`src/rtl/y86_pkg.sv`:
```
// Shared Y86-64 definitions: instruction codes, register IDs and datapath sizes.
package y86_pkg;

    localparam int WIDTH = 64;
    localparam int NREGS = 15;

    localparam logic [3:0] I_HALT   = 4'h0;
    localparam logic [3:0] I_NOP    = 4'h1;
    localparam logic [3:0] I_RRMOVQ = 4'h2;
    localparam logic [3:0] I_IRMOVQ = 4'h3;
    localparam logic [3:0] I_RMMOVQ = 4'h4;
    localparam logic [3:0] I_MRMOVQ = 4'h5;
    localparam logic [3:0] I_OPQ    = 4'h6;
    localparam logic [3:0] I_JXX    = 4'h7;
    localparam logic [3:0] I_CALL   = 4'h8;
    localparam logic [3:0] I_RET    = 4'h9;
    localparam logic [3:0] I_PUSHQ  = 4'hA;
    localparam logic [3:0] I_POPQ   = 4'hB;

    localparam logic [3:0] R_RSP  = 4'h4;
    localparam logic [3:0] R_NONE = 4'hF;

endpackage

```
`src/rtl/y86_regfile.sv`:
```
// 15 x 64-bit register file: two combinational read ports, two write ports (E, M).
// ID 0xF reads as zero and is never written; port M wins on an address collision.
module y86_regfile
    import y86_pkg::*;
(
    input  logic                        clk,
    input  logic                        rst_n,
    input  logic [3:0]                  src_a,
    input  logic [3:0]                  src_b,
    input  logic [3:0]                  dst_e,
    input  logic [3:0]                  dst_m,
    input  logic [WIDTH-1:0]            wr_e,
    input  logic [WIDTH-1:0]            wr_m,
    output logic [WIDTH-1:0]            rd_a,
    output logic [WIDTH-1:0]            rd_b,
    output logic [NREGS-1:0][WIDTH-1:0] regs
);

    logic [NREGS-1:0][WIDTH-1:0] regs_q;
    logic [NREGS-1:0][WIDTH-1:0] regs_d;

    // M is applied after E so that popq %rsp keeps the loaded value.
    always_comb begin
        regs_d = regs_q;
        for (int i = 0; i < NREGS; i++) begin
            if (dst_e == 4'(i)) begin
                regs_d[i] = wr_e;
            end
            if (dst_m == 4'(i)) begin
                regs_d[i] = wr_m;
            end
        end
    end

    always_comb begin
        rd_a = '0;
        rd_b = '0;
        for (int i = 0; i < NREGS; i++) begin
            if (src_a == 4'(i)) begin
                rd_a = regs_q[i];
            end
            if (src_b == 4'(i)) begin
                rd_b = regs_q[i];
            end
        end
    end

    always_ff @(posedge clk or negedge rst_n) begin
        if (!rst_n) begin
            regs_q <= '0;
        end else begin
            regs_q <= regs_d;
        end
    end

    assign regs = regs_q;

endmodule

```
`src/rtl/y86_decode_regfile.sv`:
```
// SEQ Y86-64 decode/write-back stage: picks source/destination register IDs from
// icode/rA/rB and drives the register file, exporting every register for debug.
module y86_decode_regfile
    import y86_pkg::*;
(
    input  logic             clk,
    input  logic             rst_n,
    input  logic [3:0]       icode,
    input  logic [3:0]       rA,
    input  logic [3:0]       rB,
    input  logic [WIDTH-1:0] valE,
    input  logic [WIDTH-1:0] valF,
    output logic [WIDTH-1:0] valA,
    output logic [WIDTH-1:0] valB,
    output logic [WIDTH-1:0] rm0,
    output logic [WIDTH-1:0] rm1,
    output logic [WIDTH-1:0] rm2,
    output logic [WIDTH-1:0] rm3,
    output logic [WIDTH-1:0] rm4,
    output logic [WIDTH-1:0] rm5,
    output logic [WIDTH-1:0] rm6,
    output logic [WIDTH-1:0] rm7,
    output logic [WIDTH-1:0] rm8,
    output logic [WIDTH-1:0] rm9,
    output logic [WIDTH-1:0] rm10,
    output logic [WIDTH-1:0] rm11,
    output logic [WIDTH-1:0] rm12,
    output logic [WIDTH-1:0] rm13,
    output logic [WIDTH-1:0] rm14
);

    logic [3:0]                  src_a;
    logic [3:0]                  src_b;
    logic [3:0]                  dst_e;
    logic [3:0]                  dst_m;
    logic [NREGS-1:0][WIDTH-1:0] regs;

    // cmovXX writes unconditionally here; condition gating is resolved in execute.
    always_comb begin
        src_a = R_NONE;
        src_b = R_NONE;
        dst_e = R_NONE;
        dst_m = R_NONE;
        case (icode)
            I_HALT, I_NOP, I_JXX: ;
            I_RRMOVQ: begin
                src_a = rA;
                dst_e = rB;
            end
            I_IRMOVQ: dst_e = rB;
            I_RMMOVQ: begin
                src_a = rA;
                src_b = rB;
            end
            I_MRMOVQ: begin
                src_b = rB;
                dst_m = rA;
            end
            I_OPQ: begin
                src_a = rA;
                src_b = rB;
                dst_e = rB;
            end
            I_CALL: begin
                src_b = R_RSP;
                dst_e = R_RSP;
            end
            I_RET: begin
                src_a = R_RSP;
                src_b = R_RSP;
                dst_e = R_RSP;
            end
            I_PUSHQ: begin
                src_a = rA;
                src_b = R_RSP;
                dst_e = R_RSP;
            end
            I_POPQ: begin
                src_a = R_RSP;
                src_b = R_RSP;
                dst_e = R_RSP;
                dst_m = rA;
            end
            default: ;
        endcase
    end

    y86_regfile u_regfile (
        .clk   (clk),
        .rst_n (rst_n),
        .src_a (src_a),
        .src_b (src_b),
        .dst_e (dst_e),
        .dst_m (dst_m),
        .wr_e  (valE),
        .wr_m  (valF),
        .rd_a  (valA),
        .rd_b  (valB),
        .regs  (regs)
    );

    assign rm0  = regs[0];
    assign rm1  = regs[1];
    assign rm2  = regs[2];
    assign rm3  = regs[3];
    assign rm4  = regs[4];
    assign rm5  = regs[5];
    assign rm6  = regs[6];
    assign rm7  = regs[7];
    assign rm8  = regs[8];
    assign rm9  = regs[9];
    assign rm10 = regs[10];
    assign rm11 = regs[11];
    assign rm12 = regs[12];
    assign rm13 = regs[13];
    assign rm14 = regs[14];

endmodule

```
`config.mk`:
```
export PLATFORM = sky130hd
export DESIGN_NAME = y86_decode_regfile
export DESIGN_NICKNAME = d
export VERILOG_FILES = /design/src/rtl/y86_pkg.sv /design/src/rtl/y86_regfile.sv /design/src/rtl/y86_decode_regfile.sv
export SDC_FILE = /design/constraint.sdc
export NUM_CORES = 2
export LEC_CHECK = 0
export BUFFER_PORTS_ARGS = -buffer_cell sky130_fd_sc_hd__buf_2
export CAP_MARGIN = 20
export CORE_AREA = 8 8 471 473
export CTS_BUF_LIST = sky130_fd_sc_hd__clkbuf_4
export DETAILED_ROUTE_END_ITERATION = 12
export DIE_AREA = 0 0 479 481
export HOLD_SLACK_MARGIN = 0.12
export PLACE_DENSITY_LB_ADDON = 0.05
export SYNTH_ARGS = -nofsm -noshare
export SYNTH_HDL_FRONTEND = slang
export SYNTH_SLANG_ARGS = --single-unit
```
`constraint.sdc`:
```
create_clock -name clk -period 6 [get_ports clk]
set_clock_uncertainty 0.2 [all_clocks]
set_input_delay 1.8 -clock clk [delete_from_list [all_inputs] [get_ports clk]]
set_output_delay 1.8 -clock clk [all_outputs]
set_load 0.01 [all_outputs]
```
== Word-level counts from Yosys, hierarchy flattened ==
Cells that the tools add are included.

* Reductions and logical operators: 25
* Muxes and demuxes: 64
* Equality and inequality tests: 65

{| class="wikitable"
|+ Operators by type and width
! cell !! number
|-
| $mux W64 || 60
|-
| $eq A4 B4 Y1 const B || 32
|-
| $eq A4 B3 Y1 const B || 19
|-
| $eq A4 B2 Y1 const B || 10
|-
| $reduce_bool A2 Y1 || 15
|-
| $pmux W4 S2 || 3
|-
| $eq A4 B1 Y1 const B || 4
|-
| $logic_not A4 Y1 || 4
|-
| $reduce_or A4 Y1 || 2
|-
| $reduce_or A3 Y1 || 2
|-
| $mux W4 || 1
|-
| $reduce_or A2 Y1 || 2
|}

* Register bits after elaboration: 960
* Word-level logic and storage cells: 169

== Logic depth before layout (Yosys ltp) ==
* Word-level depth: 19
* Gate-level depth with buffers: 11
* Gate-level depth less buffers: 6

== Modules after synthesis ==
Synthesis repeated with hierarchy kept, for this count alone.

* Cells, all modules: 7119
* Area total of the unflattened synthesis: 62610.0 µm²

{| class="wikitable"
|+ By module, submodules not included
! module !! seq. area each (µm²) !! times used !! cells each !! area an instance (µm²)
|-
| y86_regfile || 24023.0 || 1 || 7081 || 62373.6
|-
| y86_decode_regfile || 0.0 || 1 || 38 || 236.5
|}

== Least setup slack after synthesis ==
OpenSTA, ideal clock, no wires.

* Path kind: in2out
* Start: input port icode[0]
* End: output port valB[21]
* Cell stages on the path: 10
* Buffers on the path: 4
* Arrival time: 3.661 ns
* Setup slack: 0.339 ns
* Path through: buf_2 -> and2_1 -> buf_4 -> buf_6 -> nor4_4 -> clkbuf_1 -> a21oi_1 -> o221ai_1 -> a211oi_1 -> nor3_1

* Longest elaborated chain between the ends: 19
* Elaborated cells on any way between the ends: 40
* Those cells by class: eq/ne (21); mux (16); reduce/logical (3)

{| class="wikitable"
|+ Ends and longest elaborated chain
! element !! line !! source
|-
| start: declaration || y86_decode_regfile.sv:8 || <nowiki>input logic [3:0] icode,</nowiki>
|-
| $eq A4 B4 Y1 / $eq A4 B3 Y1 (equally long branches) || y86_decode_regfile.sv:44 || <nowiki>case (icode)</nowiki>
|-
| $reduce_or A4 Y1 (no line) / $reduce_or A3 Y1 (equally long branches) || -- ||
|-
| $pmux W4 S2 (*) || y86_decode_regfile.sv:44 ||
|-
| $logic_not A4 Y1 || y86_regfile.sv:42 || <nowiki>if (src_b == 4'(i)) begin</nowiki>
|-
| $mux W64 (14 in series) || y86_regfile.sv:42 ||
|-
| $mux W64 (*) || y86_regfile.sv:42 ||
|-
| end: declaration || y86_decode_regfile.sv:14 || <nowiki>output logic [WIDTH-1:0] valB,</nowiki>
|}

Mark *: on every way between the ends. The rest lies on a longest branch, timed or not.

== Worst setup path in the final report ==
* Start: input port icode[2]
* End: output port valB[16]

The elaborated chain is that of the path after synthesis.

==> reports/metrics.csv <==
stage,metric,value,unit
run_status,outcome,"finished, violations left",
run_status,violations,setup timing,
floorplan,fp.coreArea,214000,µm²
placement,gp_congestion,1.00,
setup_path,crit_chain,buf_12 > buf_6 > nand2b_4 > buf_12 > nor3_4 > buf_6 > buf_12 > buf_16 > a222oi_1 > o221ai_1 > nand2_1 > nand3_4 > buf_6,
sta,fin_tns_setup,-6.65,ns
layout,finalNonFillerCells,12100,
sta,fmax,0.158,GHz
floorplan,die_h,481,µm
setup_path,setup.worst_path.end_class,output pin,
placement,place_ws,-1.06,ns
detailed_routing,vias,78000,
logic_synthesis,synth_area,60800,µm²
detailed_routing,ant_nets,0,
logic_synthesis,synth_compound_area_frac,0.265,
layout,nets,9164,
flow_run,maxCapViolCount,0,
layout,area_growth,46.9,%
cts,clk_path_buf_depth,4,
sta,worst_slew_pin_slew,1.23,ns
placement,placedCellCount,11300,
global_routing,grt_pass1_wl,713,mm
detailed_routing,post-route-drc-count,0,
sta,hold_viol_final,0,
setup_path,critical_path_class,input pin to output pin,
cts,cts_sinks,960,
global_routing,grt-ovfl-total,0,
setup_path,path_delay_family,buffers and inverters,
logic_synthesis,yosysMostFrequentCell,mux2i_1,
worst_hold_path,hold_class,input pin to asynchronous set/reset pin,
logic_synthesis,ys_async_sr_fraction,1.00,
logic_synthesis,synthAdderAreaFrac,0,
sta,rsz0062_at_grt,true,
logic_synthesis,synth_top_family_by_area,compound AO/OA/AOI/OAI gates,
sta,timing.final.crit_share,1.05,
placement,dpl.hpwl,403,mm
floorplan,dieArea,230000,µm²
logic_synthesis,synth_top_cell_by_area,dfrtp_1,
floorplan,io_pins,1230,
floorplan,start_util,0.284,
setup_path,cp.required,4.00,ns
cts,htree_levels,5,
global_routing,grt_pass1_vias,71600,
global_routing,track_usage,0.454,
logic_synthesis,synth-seq-cells,960,
sta,whs,0.220,ns
logic_synthesis,synth.mux.area_fraction,0.171,
logic_synthesis,synth_seq_area_share,0.395,
cts,clk_latency,1.45,ns
detailed_routing,routed_wirelength,559,mm
logic_synthesis,avgSynthCellArea,8.66,µm²
logic_synthesis,synth.top_cell.area_share,0.395,
logic_synthesis,synth_warnings,0,
cts,clk_pin_slew_worst_paths,0.05,ns
detailed_routing,drt_iter0_markers,12000,
power_and_ir_drop,power_density,318,nW/µm²
logic_synthesis,synth-main-ff-cell,dfrtp_1,
setup_path,arrival,4.31,ns
placement,port_buffers,1229,
layout,drive_gt1_frac,0.378,
logic_synthesis,synth.distinct_cells,95,
sta,period_minus_slack,6.31,ns
cts,cts_hold_buf,0,
layout,post-route-cell-area,89300,µm²
power_and_ir_drop,peakVddDrop,228,µV
detailed_routing,wl_per_cell,46.3,µm
setup_path,cp_num_buf_inv,7,
cts,cts_buffers,313,
floorplan,dieWidth,479,µm
cts,cts_tree,built,
floorplan,fp-row-count,170,
detailed_routing,dr.pass1.iters,8,
power_and_ir_drop,p_leak,43.9,nW
layout,finish.utilization,0.418,
setup_path,max_stage_delay,0.63,ns
sta,setup_viol,98,
logic_synthesis,synth_edf_count,0,
setup_path,critPathSlowestCell,a222oi_1,
setup_path,crit_fanout,8,
logic_synthesis,synth-simple-area-share,0.112,
sta,drv_slew,0,
placement,dpl_cell_area,78500,µm²
power_and_ir_drop,fin_total_pwr,28.4,mW
layout,largest_reg_flops,960,
logic_synthesis,synthCells,7019,
sta,fin_ws,-0.312,ns
detailed_routing,viasPerCell,6.47,
global_routing,antenna_found_initial,66,
logic_synthesis,syn_nets,7161,
logic_synthesis,synth_area_leaders,"dfrtp_1 40%, mux2i_1 16%, a21oi_1 7.6%",
logic_synthesis,synth_common_cells,"983 x mux2i_1, 960 x dfrtp_1, 925 x a21oi_1",
cts,cts_root_buf,clkbuf_4,
setup_path,crit_path_start_kind,input pin,
sta,slew_headroom,0.179,
logic_synthesis,synth-xor-area-share,0.000144,
global_routing,grt_max_degree,133,
==> cell families after synthesis <==
logic type             after synthesis
buffers and inverters              796
flip-flops                         960
multiplexers                      1013
AO/OA/AOI/OAI                     2649
XOR/XNOR                             1
AND/OR/NAND/NOR                   1600
==> worst reg2reg max path, cell delays in order, from the launching register on <==
cell     delay, ns
dfrtp_1       0.93
mux2i_1       0.15
o21ai_0       0.19
==> power by group <==
group | internal (mW) | switching, mW | total (mW)
clock network | 3.34 | 3.38 | 6.72
logic | 3.67 | 5.25 | 8.92
registers | 8.18 | 4.61 | 12.8
==> worst paths after layout <==
path                                startpoint                   to  cells after the start  slack [ns]
setup / recovery                      icode[2]             valB[16]                     13       -0.31
hold / removal                           rst_n  u_regfile.regs[651]                      1        0.22
setup reg to reg           u_regfile.regs[830]  u_regfile.regs[830]                      2        4.44
hold reg to reg            u_regfile.regs[214]  u_regfile.regs[214]                      2        0.43
max in group asynchronous                rst_n  u_regfile.regs[619]                      2        3.79
min in group clk           u_regfile.regs[214]  u_regfile.regs[214]                      2        0.43
==> layout by cell type (no fill, tap or decap), drive strengths merged, types with 37 or more instances in the layout <==
master  instances
nor2          716
o22ai         164
a221oi         46
a21oi         926
dfrtp         960
mux2i         983
a31oi          56
nor3           79
o21ai         770
a221o          40
a211oi         37
nand3          46
clkbuf        449
o221ai         79
a22oi         260
nand2         622
clkinv         37
buf          2453
==> final cells by class <==
| class | instances | area [µm²] |
|---|---|---|
| Fill cell | 21600 | 124000 |
| Multi-Input combinational cell | 5263 | 36800 |
| Sequential cell | 960 | 24000 |
| Timing Repair Buffer | 2473 | 21300 |
| Tap cell | 2838 | 3550 |
| Clock buffer | 431 | 3240 |
| Clock inverter | 46 | 231 |
| Antenna cell | 36 | 90.1 |
| Inverter | 11 | 46.3 |
==> repair_timing <==
item,4_1_cts,5_1_grt
pin swaps,167,296
endpoints found under the hold margin,0,0
cloned,10,18
gates resized for setup,402,505
setup endpoints to repair,128,126
setup buffers,144,156
==> layer usage <==
| metal | global-route usage | vias to the layer above | share of wire |
|---|---|---|---|
| li1 | - | 30100 | - |
| met1 | 0.585 | 39100 | 0.39 |
| met2 | 0.670 | 6943 | 0.41 |
| met3 | 0.126 | 1806 | 0.12 |
| met4 | 0.288 | 30 | 0.083 |
| met5 | 0 | - | 0.00040 |
Note: power is estimated with default switching activity, not from simulation.
